[config.mk]
export PLATFORM = sky130hd
export DESIGN_NAME = pipe_stage_reg
export DESIGN_NICKNAME = d
export VERILOG_FILES = /design/src/rtl/pipe_stage_reg.sv
export SDC_FILE = /design/constraint.sdc
export NUM_CORES = 1
export LEC_CHECK = 0
export ABC_CLOCK_PERIOD_IN_PS = 2500
export CAP_MARGIN = 20
export CORE_UTILIZATION = 30
export DETAILED_ROUTE_END_ITERATION = 16
export GPL_TIMING_DRIVEN = 0
export PLACE_DENSITY = 0.7
export RECOVER_POWER = 50
export SETUP_SLACK_MARGIN = 0.3
export SKIP_LAST_GASP = 1
export SYNTH_ARGS = -nofsm -noshare
export SYNTH_HDL_FRONTEND = slang
export SYNTH_SLANG_ARGS = --single-unit
[constraint.sdc]
create_clock -name clk -period 2.5 [get_ports clk]
set_clock_uncertainty 0.2 [all_clocks]
set_input_delay 0.25 -clock clk [delete_from_list [all_inputs] [get_ports clk]]
set_output_delay 0.25 -clock clk [all_outputs]
set_load 0.01 [all_outputs]
[src/rtl/pipe_stage_reg.sv]
// Parametrised inter-stage pipeline register: payload plus hazard sideband,
// with freeze/bubble stalls, flush, write squashing, tNew aging and event counters.
module pipe_stage_reg #(
    parameter int DATA_W   = 128,
    parameter int TNEW_W   = 5,
    parameter int EXC_W    = 5,
    parameter int CNT_W    = 16,
    parameter int AGE_TNEW = 1
) (
    input  logic              clk,
    input  logic              reset,
    input  logic              hold,
    input  logic              bubble,
    input  logic              flush,
    input  logic              valid_in,
    input  logic [DATA_W-1:0] data_in,
    input  logic              we_in,
    input  logic [4:0]        wa_in,
    input  logic [TNEW_W-1:0] tnew_in,
    input  logic [EXC_W-1:0]  exc_in,
    input  logic              bd_in,
    output logic              valid_out,
    output logic [DATA_W-1:0] data_out,
    output logic              we_out,
    output logic [4:0]        wa_out,
    output logic [TNEW_W-1:0] tnew_out,
    output logic [EXC_W-1:0]  exc_out,
    output logic              bd_out,
    output logic [CNT_W-1:0]  bubble_cnt,
    output logic [CNT_W-1:0]  flush_cnt
);

    typedef struct packed {
        logic              valid;
        logic [DATA_W-1:0] data;
        logic              we;
        logic [4:0]        wa;
        logic [TNEW_W-1:0] tnew;
        logic [EXC_W-1:0]  exc;
        logic              bd;
    } entry_t;

    localparam logic [CNT_W-1:0] CNT_MAX = '1;

    entry_t           entry_q, entry_d, load_entry;
    logic [CNT_W-1:0] bubble_cnt_q, bubble_cnt_d;
    logic [CNT_W-1:0] flush_cnt_q, flush_cnt_d;

    // Entry formed from the upstream inputs; an invalid input collapses to a NOP.
    always_comb begin
        // NOTE: every combinational output gets a default first so no path leaves it unassigned (no latch).
        load_entry = '0;
        if (valid_in) begin
            load_entry.valid = 1'b1;
            load_entry.data  = data_in;
            load_entry.we    = we_in && (wa_in != 5'd0) && (exc_in == '0);
            load_entry.wa    = wa_in;
            load_entry.exc   = exc_in;
            load_entry.bd    = bd_in;
            if (AGE_TNEW != 0) begin
                load_entry.tnew = (tnew_in == '0) ? '0 : tnew_in - 1'b1;
            end else begin
                load_entry.tnew = tnew_in;
            end
        end
    end

    // Priority below reset: flush > hold > bubble > load.
    always_comb begin
        entry_d      = entry_q;
        bubble_cnt_d = bubble_cnt_q;
        flush_cnt_d  = flush_cnt_q;
        if (flush) begin
            entry_d = '0;
            if (flush_cnt_q != CNT_MAX) flush_cnt_d = flush_cnt_q + 1'b1;
        end else if (hold) begin
            entry_d = entry_q;
        end else if (bubble) begin
            entry_d = '0;
            if (bubble_cnt_q != CNT_MAX) bubble_cnt_d = bubble_cnt_q + 1'b1;
        end else begin
            entry_d = load_entry;
        end
    end

    always_ff @(posedge clk) begin
        // NOTE: sequential state uses non-blocking assignments so every register samples pre-edge values.
        if (reset) begin
            entry_q      <= '0;
            bubble_cnt_q <= '0;
            flush_cnt_q  <= '0;
        end else begin
            entry_q      <= entry_d;
            bubble_cnt_q <= bubble_cnt_d;
            flush_cnt_q  <= flush_cnt_d;
        end
    end

    assign valid_out  = entry_q.valid;
    assign data_out   = entry_q.data;
    assign we_out     = entry_q.we;
    assign wa_out     = entry_q.wa;
    assign tnew_out   = entry_q.tnew;
    assign exc_out    = entry_q.exc;
    assign bd_out     = entry_q.bd;
    assign bubble_cnt = bubble_cnt_q;
    assign flush_cnt  = flush_cnt_q;

endmodule

==> results_dict.tcl <==
set metrics [dict create \
    layout-area-overhead-vs-synth_pct 67.0 \
    antenna_cells 0 \
    worst-setup-path-type "input port to flop" \
    effective_utilization_at_floorplan_pct 30.6 \
    drt_drc_violations_left 0 \
    worst_r2r_startpoint "bubble_cnt[0]$_SDFFE_PP0P_" \
    place_hpwl_mm 16.8 \
    htreeDepth 4 \
    worst_vdd_rail_ir_drop_v 0.000411 \
    max_freq_ghz 0.451 \
    area_of_combinational_cells_with_multiple_inputs_sq_um 2700 \
    power_density_nw_per_um2 571 \
    start_kind "input port" \
    class_of_the_most_critical_hold_timing_path "input port to flop" \
    seq_area_frac_synth_pct 55.2 \
    max_capacitance_violation_count 0 \
    hold_viol_final 0 \
    grt.total_usage_pct 20.1 \
    worstSetupEndpointType "flop" \
    synth_cell_types 42 \
    std_cell_rows 53 \
    clock_latency_ps 420 \
    async_reset_ff_share_pct 0 \
    tritoncts "yes" \
    tritoncts.num_buffers 17 \
    run_status "finished, final reports clean" \
    timing.critical_path.fanout_max 10 \
    vias_in_the_first_global_route 6360 \
    drt_pass1_iterations 6 \
    rrSetupSlack_ps 280 \
    hold_end "data_out[52]$_SDFFE_PP0N_" \
    timing.final.crit_share_pct 88.7 \
    clk_path_buf_depth 2 \
    timing.critical_path.arrival_ps 2370 \
    setup_violations 0 \
    hold_path.startpoint "data_in[52]" \
    r2r_cells 5 \
    min_path_cells 3 \
    report.final.slew_viol_count 0 \
    ys_dominant_reg_cell "sky130_fd_sc_hd__dfxtp_1" \
    synth_cells 692 \
    synth.cells.most_frequent "sky130_fd_sc_hd__dfxtp_1 (178), sky130_fd_sc_hd__nor2_1 (154), sky130_fd_sc_hd__a22oi_1 (144)" \
    report.power.total_mw 6.16 \
    dr.first_iter.drc_count 259 \
    count_of_flip_flops_with_a_built_in_enable_after_synthesis 0 \
    grt_first_pass_wirelength_mm 34.5 \
    finalWorstPathRequiredPeriod_ps 2220 \
    yosys.cell_count.top_type "sky130_fd_sc_hd__dfxtp_1" \
    width_of_the_die_um 149 \
    holdBufCountCts 0 \
    place_congestion 0.845 \
    via_per_inst 5.00 \
    cts_num_sinks 178 \
    avgRoutedWirePerCell_um 17.0 \
    routed_wl_mm 22.6 \
    syn_avg_cell_area_sq_um 9.34 \
    grt_max_degree 19 \
    clk_transition_reported_paths_ps 80 \
    mappedNetlistNets 847 \
    dr_total_vias 6666 \
    timing.max_slew.rel_slack_pct 55.3 \
    fin_nets 1200 \
    antenna_found_initial 0 \
    final.fill_count 1975 \
    synth_largest_area_cell "sky130_fd_sc_hd__dfxtp_1" \
    drtAntennaViolNets 0 \
    dieArea_sq_um 22100 \
    total_leakage_power_nw 4.20 \
    ios 329 \
    grt-ovfl-total 0 \
    seq_area_sq_um 3580 \
    final_layout_size_suffix_gt1_share_pct 6.33 \
    port_buffers 328 \
    fin_worst_hold_slack_ps 235 \
    synth.ff_latch_count 178 \
    die_height_um 149 \
    synth.top_cell.area_share_pct 55.2 \
    cts_root_buffer "sky130_fd_sc_hd__clkbuf_16" \
    worst_pin_slew_ps 670 \
    critPathRequiredTime_ps 2650 \
    netlist_area_sq_um 6460 \
    synth_top_area_cells "sky130_fd_sc_hd__dfxtp_1 (55%), sky130_fd_sc_hd__a22oi_1 (17%), sky130_fd_sc_hd__nor2_1 (8.9%), sky130_fd_sc_hd__clkbuf_1 (3.0%), sky130_fd_sc_hd__a21oi_1 (1.8%)" \
    rsz_0062_raised_after_global_routing "true" \
    core_area_sq_um 21100 \
    timing.rr.end "bubble_cnt[12]$_SDFFE_PP0P_" \
    synthesis.yosys.warnings 0 \
]
state kept, by name (all words and copies together) (netlist names):
name / count
bubble_cnt: 16
tnew_out: 5
exc_out: 5
bd_out: 1
we_out: 1
wa_out: 5
flush_cnt: 16
data_out: 128
valid_out: 1
cell type report:
cell class              instances  area share [%]
clock buffers                  17            3.94
repair buffers                334            30.8
inverters                      11           0.383
flip-flops and latches        178            33.2
well taps                     275            3.19
multi-input cells             450            25.0
clock inverters                15            1.50
plain buffers                  53            1.98
worst max-delay path, cell delays in order:
cell,delay [ps]
sky130_fd_sc_hd__clkdlybuf4s50_1,470
sky130_fd_sc_hd__nor3b_1,190
sky130_fd_sc_hd__clkbuf_1,480
sky130_fd_sc_hd__clkbuf_2,430
sky130_fd_sc_hd__clkbuf_2,320
sky130_fd_sc_hd__a22oi_1,100
sky130_fd_sc_hd__nor2_1,130
kinds of logic (layout without fill, tap and decap cells):
logic type	Yosys count	count (layout)	share of synthesized area (%)
AND/OR/NAND/NOR	230	230	16.4
AO/OA/AOI/OAI	211	211	23.2
flip-flops	178	178	55.2
buffers and inverters	64	430	3.74
adder cells (fa/ha/maj)	4	4	0.775
XOR/XNOR	3	3	0.407
multiplexers	2	2	0.329
per-stage QoR:
stage          utilization, %  std cells  setup slack [ps]  area (sq um)  setup TNS [ps]
2_1_floorplan               -        692               356          6470               0
6_report                 51.2       1333               283         10800               0
3_3_place_gp             47.9       1295              -711         10100          -59660
5_1_grt                  51.2       1333               123         10800               0
3_5_place_dp             47.9       1295              -688         10100          -56400
4_1_cts                  50.9       1330               288         10700               0
worst max path at each step:
stage                                     startpoint                           to  cells past startpoint
after floorplan           bubble_cnt[0]$_SDFFE_PP0P_  bubble_cnt[12]$_SDFFE_PP0P_                      5
after CTS                  flush_cnt[0]$_SDFFE_PP0P_   flush_cnt[14]$_SDFFE_PP0P_                      5
after detailed placement                        hold    data_out[32]$_SDFFE_PP0N_                      7
final                                         bubble    data_out[32]$_SDFFE_PP0N_                      7
after global routing                          bubble    data_out[32]$_SDFFE_PP0N_                      7
after global placement                          hold    data_out[37]$_SDFFE_PP0N_                      7
power by group:
part | internal [mW] | leakage, nW | switching (mW) | total, mW
sequential | 2.87 | 1.44 | 0.0203 | 2.89
combinational | 0.319 | 2.47 | 0.250 | 0.569
clock | 1.42 | 0.284 | 1.28 | 2.70
total | 4.61 | 4.20 | 1.55 | 6.16
layout by cell type, fill, tap and decap left out, drive strengths merged, types with 2 or more instances in the layout:
master         netlist  layout
nor2               154     154
dlygate4sd2          0       2
clkdlybuf4s50        0     169
nor3b                3       3
clkinv               0       3
nor3                 3       3
and3                 4       4
a311oi               3       3
inv                 11      20
ha                   4       4
clkbuf              51      68
clkinvlp             0       2
and4                 4       4
and2                 3       3
o211ai               2       2
a21oi               23      23
nor4                 7       7
nand2               11      11
or3                 11      11
a22oi              144     144
o31ai                6       6
nand4               10      10
xor2                 3       3
o41ai                3       3
a21boi               2       2
a31oi                5       5
a211oi               3       3
or4                  8       8
buf                  2       8
nand3                7       7
dlygate4sd3          0     157
o21ai               16      16
dfxtp              178     178
repair_timing:
item,in CTS,in global routing
gates resized for setup,16,17
pin swaps,2,3
setup endpoints to repair,116,29
setup buffers,3,3
gates cloned,0,0
per-layer routing:
layer / wire, um / track usage, %
met5: 0 / 0
met4: 350 / 5.61
met3: 1970 / 7.58
met2: 11200 / 34.2
met1: 9060 / 23.6
Note: power is estimated with default switching activity, not from simulation.
==> variant: new RTL, config.mk and constraints unchanged <==
Change the parameter `DATA_W` from 128 to 124.
--- a/src/rtl/pipe_stage_reg.sv
+++ b/src/rtl/pipe_stage_reg.sv
@@ -1,7 +1,7 @@
 // Parametrised inter-stage pipeline register: payload plus hazard sideband,
 // with freeze/bubble stalls, flush, write squashing, tNew aging and event counters.
 module pipe_stage_reg #(
-    parameter int DATA_W   = 128,
+    parameter int DATA_W   = 124,
     parameter int TNEW_W   = 5,
     parameter int EXC_W    = 5,
     parameter int CNT_W    = 16,
Ports: changed (resized data_in and data_out); port bits go from 329 to 321. No check against the original RTL was run, so the function may have changed too.
==> variant against the unedited design <==
- worst setup slack better by 0.055 ns
- critical path depth fell by 2
- sequential cell count decreased by 4
- routed wire length down 0.58%
- area after synthesis fell by 0.14%
- first-iteration DRC count grew 16%
- final area decreased by 0.73%
- total power is 1.8% higher
==> variant: results (changes against the unedited design) <==
- The via count of the routed design came to 6557 (-1.6%).
- The distinct cell type count after synthesis is 45 (+7.1%).
- The power per cell area came to 586 mW/mm^2 (+2.6%).
- The pin count of the biggest net entering global routing is 17 (-2).
- The combined flip-flop and latch cell area is 0.00348 sq mm (-2.7%).
- The number of global-route vias before repair is 6312 (-0.75%).
- The area fraction of clock buffers and clock inverters is 5.94% (+0.50 points).
- The number of clock sinks is 174 (-2.2%).
- The worst slew margin relative to its limit came to 54.8% (-0.53 points).
- The count of buffers from port buffering is 319 (-2.7%).
- Grouping stages by cell kind, the critical path spends the most delay in simple AND/OR/NAND/NOR gates.
- The power consumed by sequential cells came to 2.82 mW (-2%).
- The met3 track demand over resource in global routing is 5.98% (-1.6 points).
- The number of DRC markers in iteration 0 is 301 (+16%).
- The number of fill cells in the layout is 1956 (-0.96%).
- The net count after synthesis was 843 (-0.47%).
- The wire length of the first global-routing pass was 34.4 mm (-0.48%).
- The maximum cell stage delay along the critical path is 0.59 ns (+0.11 ns).
- The worst-path cell with the longest stage delay is or4b_4.
- The clock tree buffer count of the final layout came to 19 (+2).
- The total leakage power is 4.28 nW (+2.0%).
- The met1 demand-to-capacity share in global routing is 23.9% (+0.34 points).
- The average size of a mapped cell came to 9.32 sq um (-0.14%).
- The layout multi-input combinational cell count is 455 (+1.1%).
- The run finished with clean final reports.
- The proportion of power drawn by the clock network is 46.0% (+2.1 points).
- The highest ir drop seen on vdd is 0.451 mV (+9.6%).
- The internal power summed over all cells came to 4.82 mW (+4.7%).
- The final routed wire length divided by cell count was 17.0 microns (+0.40%).
- The number of non-clock inverters is 9 (-2).
- After synthesis, the cell types taking the most area are dfxtp_1 54%, a22oi_1 16%, nor2_1 9.0%, clkbuf_1 2.9%, mux2_2 1.7%.
- The combined global-route utilization of all metal layers is 20.2% (+0.032 points).
- The final design utilization is 50.9% (-0.21 points).
- The largest fanout on the critical path was 6 (-4).
- The global routing met2 resource utilization is 35.0% (+0.82 points).
- The data-path buffer share of cell area in the final layout is 32.2% (-0.58 points).
- The worst endpoint data arrival time is 2.31 ns (-0.06 ns).
- The final HPWL from detailed placement was 17.0 mm (+1.6%).
- The number of nets in the layout is 1183 (-1.4%).
variant: final timing paths:
check | startpoint | to | slack (ns) | cells past startpoint
worst max-delay path | bubble | bubble_cnt[11] | 0.34 | 5
worst min-delay path | hold | bubble_cnt[1] | 0.14 | 4
worst max register to register | bubble_cnt[0] | bubble_cnt[0] | 0.37 | 6
worst min register to register | we_out | we_out | 0.28 | 2
variant: cell families after synthesis:
group,share of synthesized area (%)
multiplexers,2.06
flip-flops,54.0
AO/OA/AOI/OAI,21.6
adder cells (fa/ha/maj),0.776
XOR/XNOR,0.272
buffers and inverters,3.78
AND/OR/NAND/NOR,17.6
variant: per-layer routing:
layer  routed length, microns  vias to the layer above
met4                      363                        0
met2                    11200                      240
li1                         -                     3211
met3                     1810                       24
met5                        0                        -
met1                     9110                     3082
variant: repair_timing:
| item | in CTS | in global routing |
|---|---|---|
| endpoints found under the setup margin | 147 | 138 |
| hold buffers | 0 | 0 |
| pin swaps | 0 | 1 |
| resized for setup | 19 | 30 |
| setup buffers | 0 | 2 |
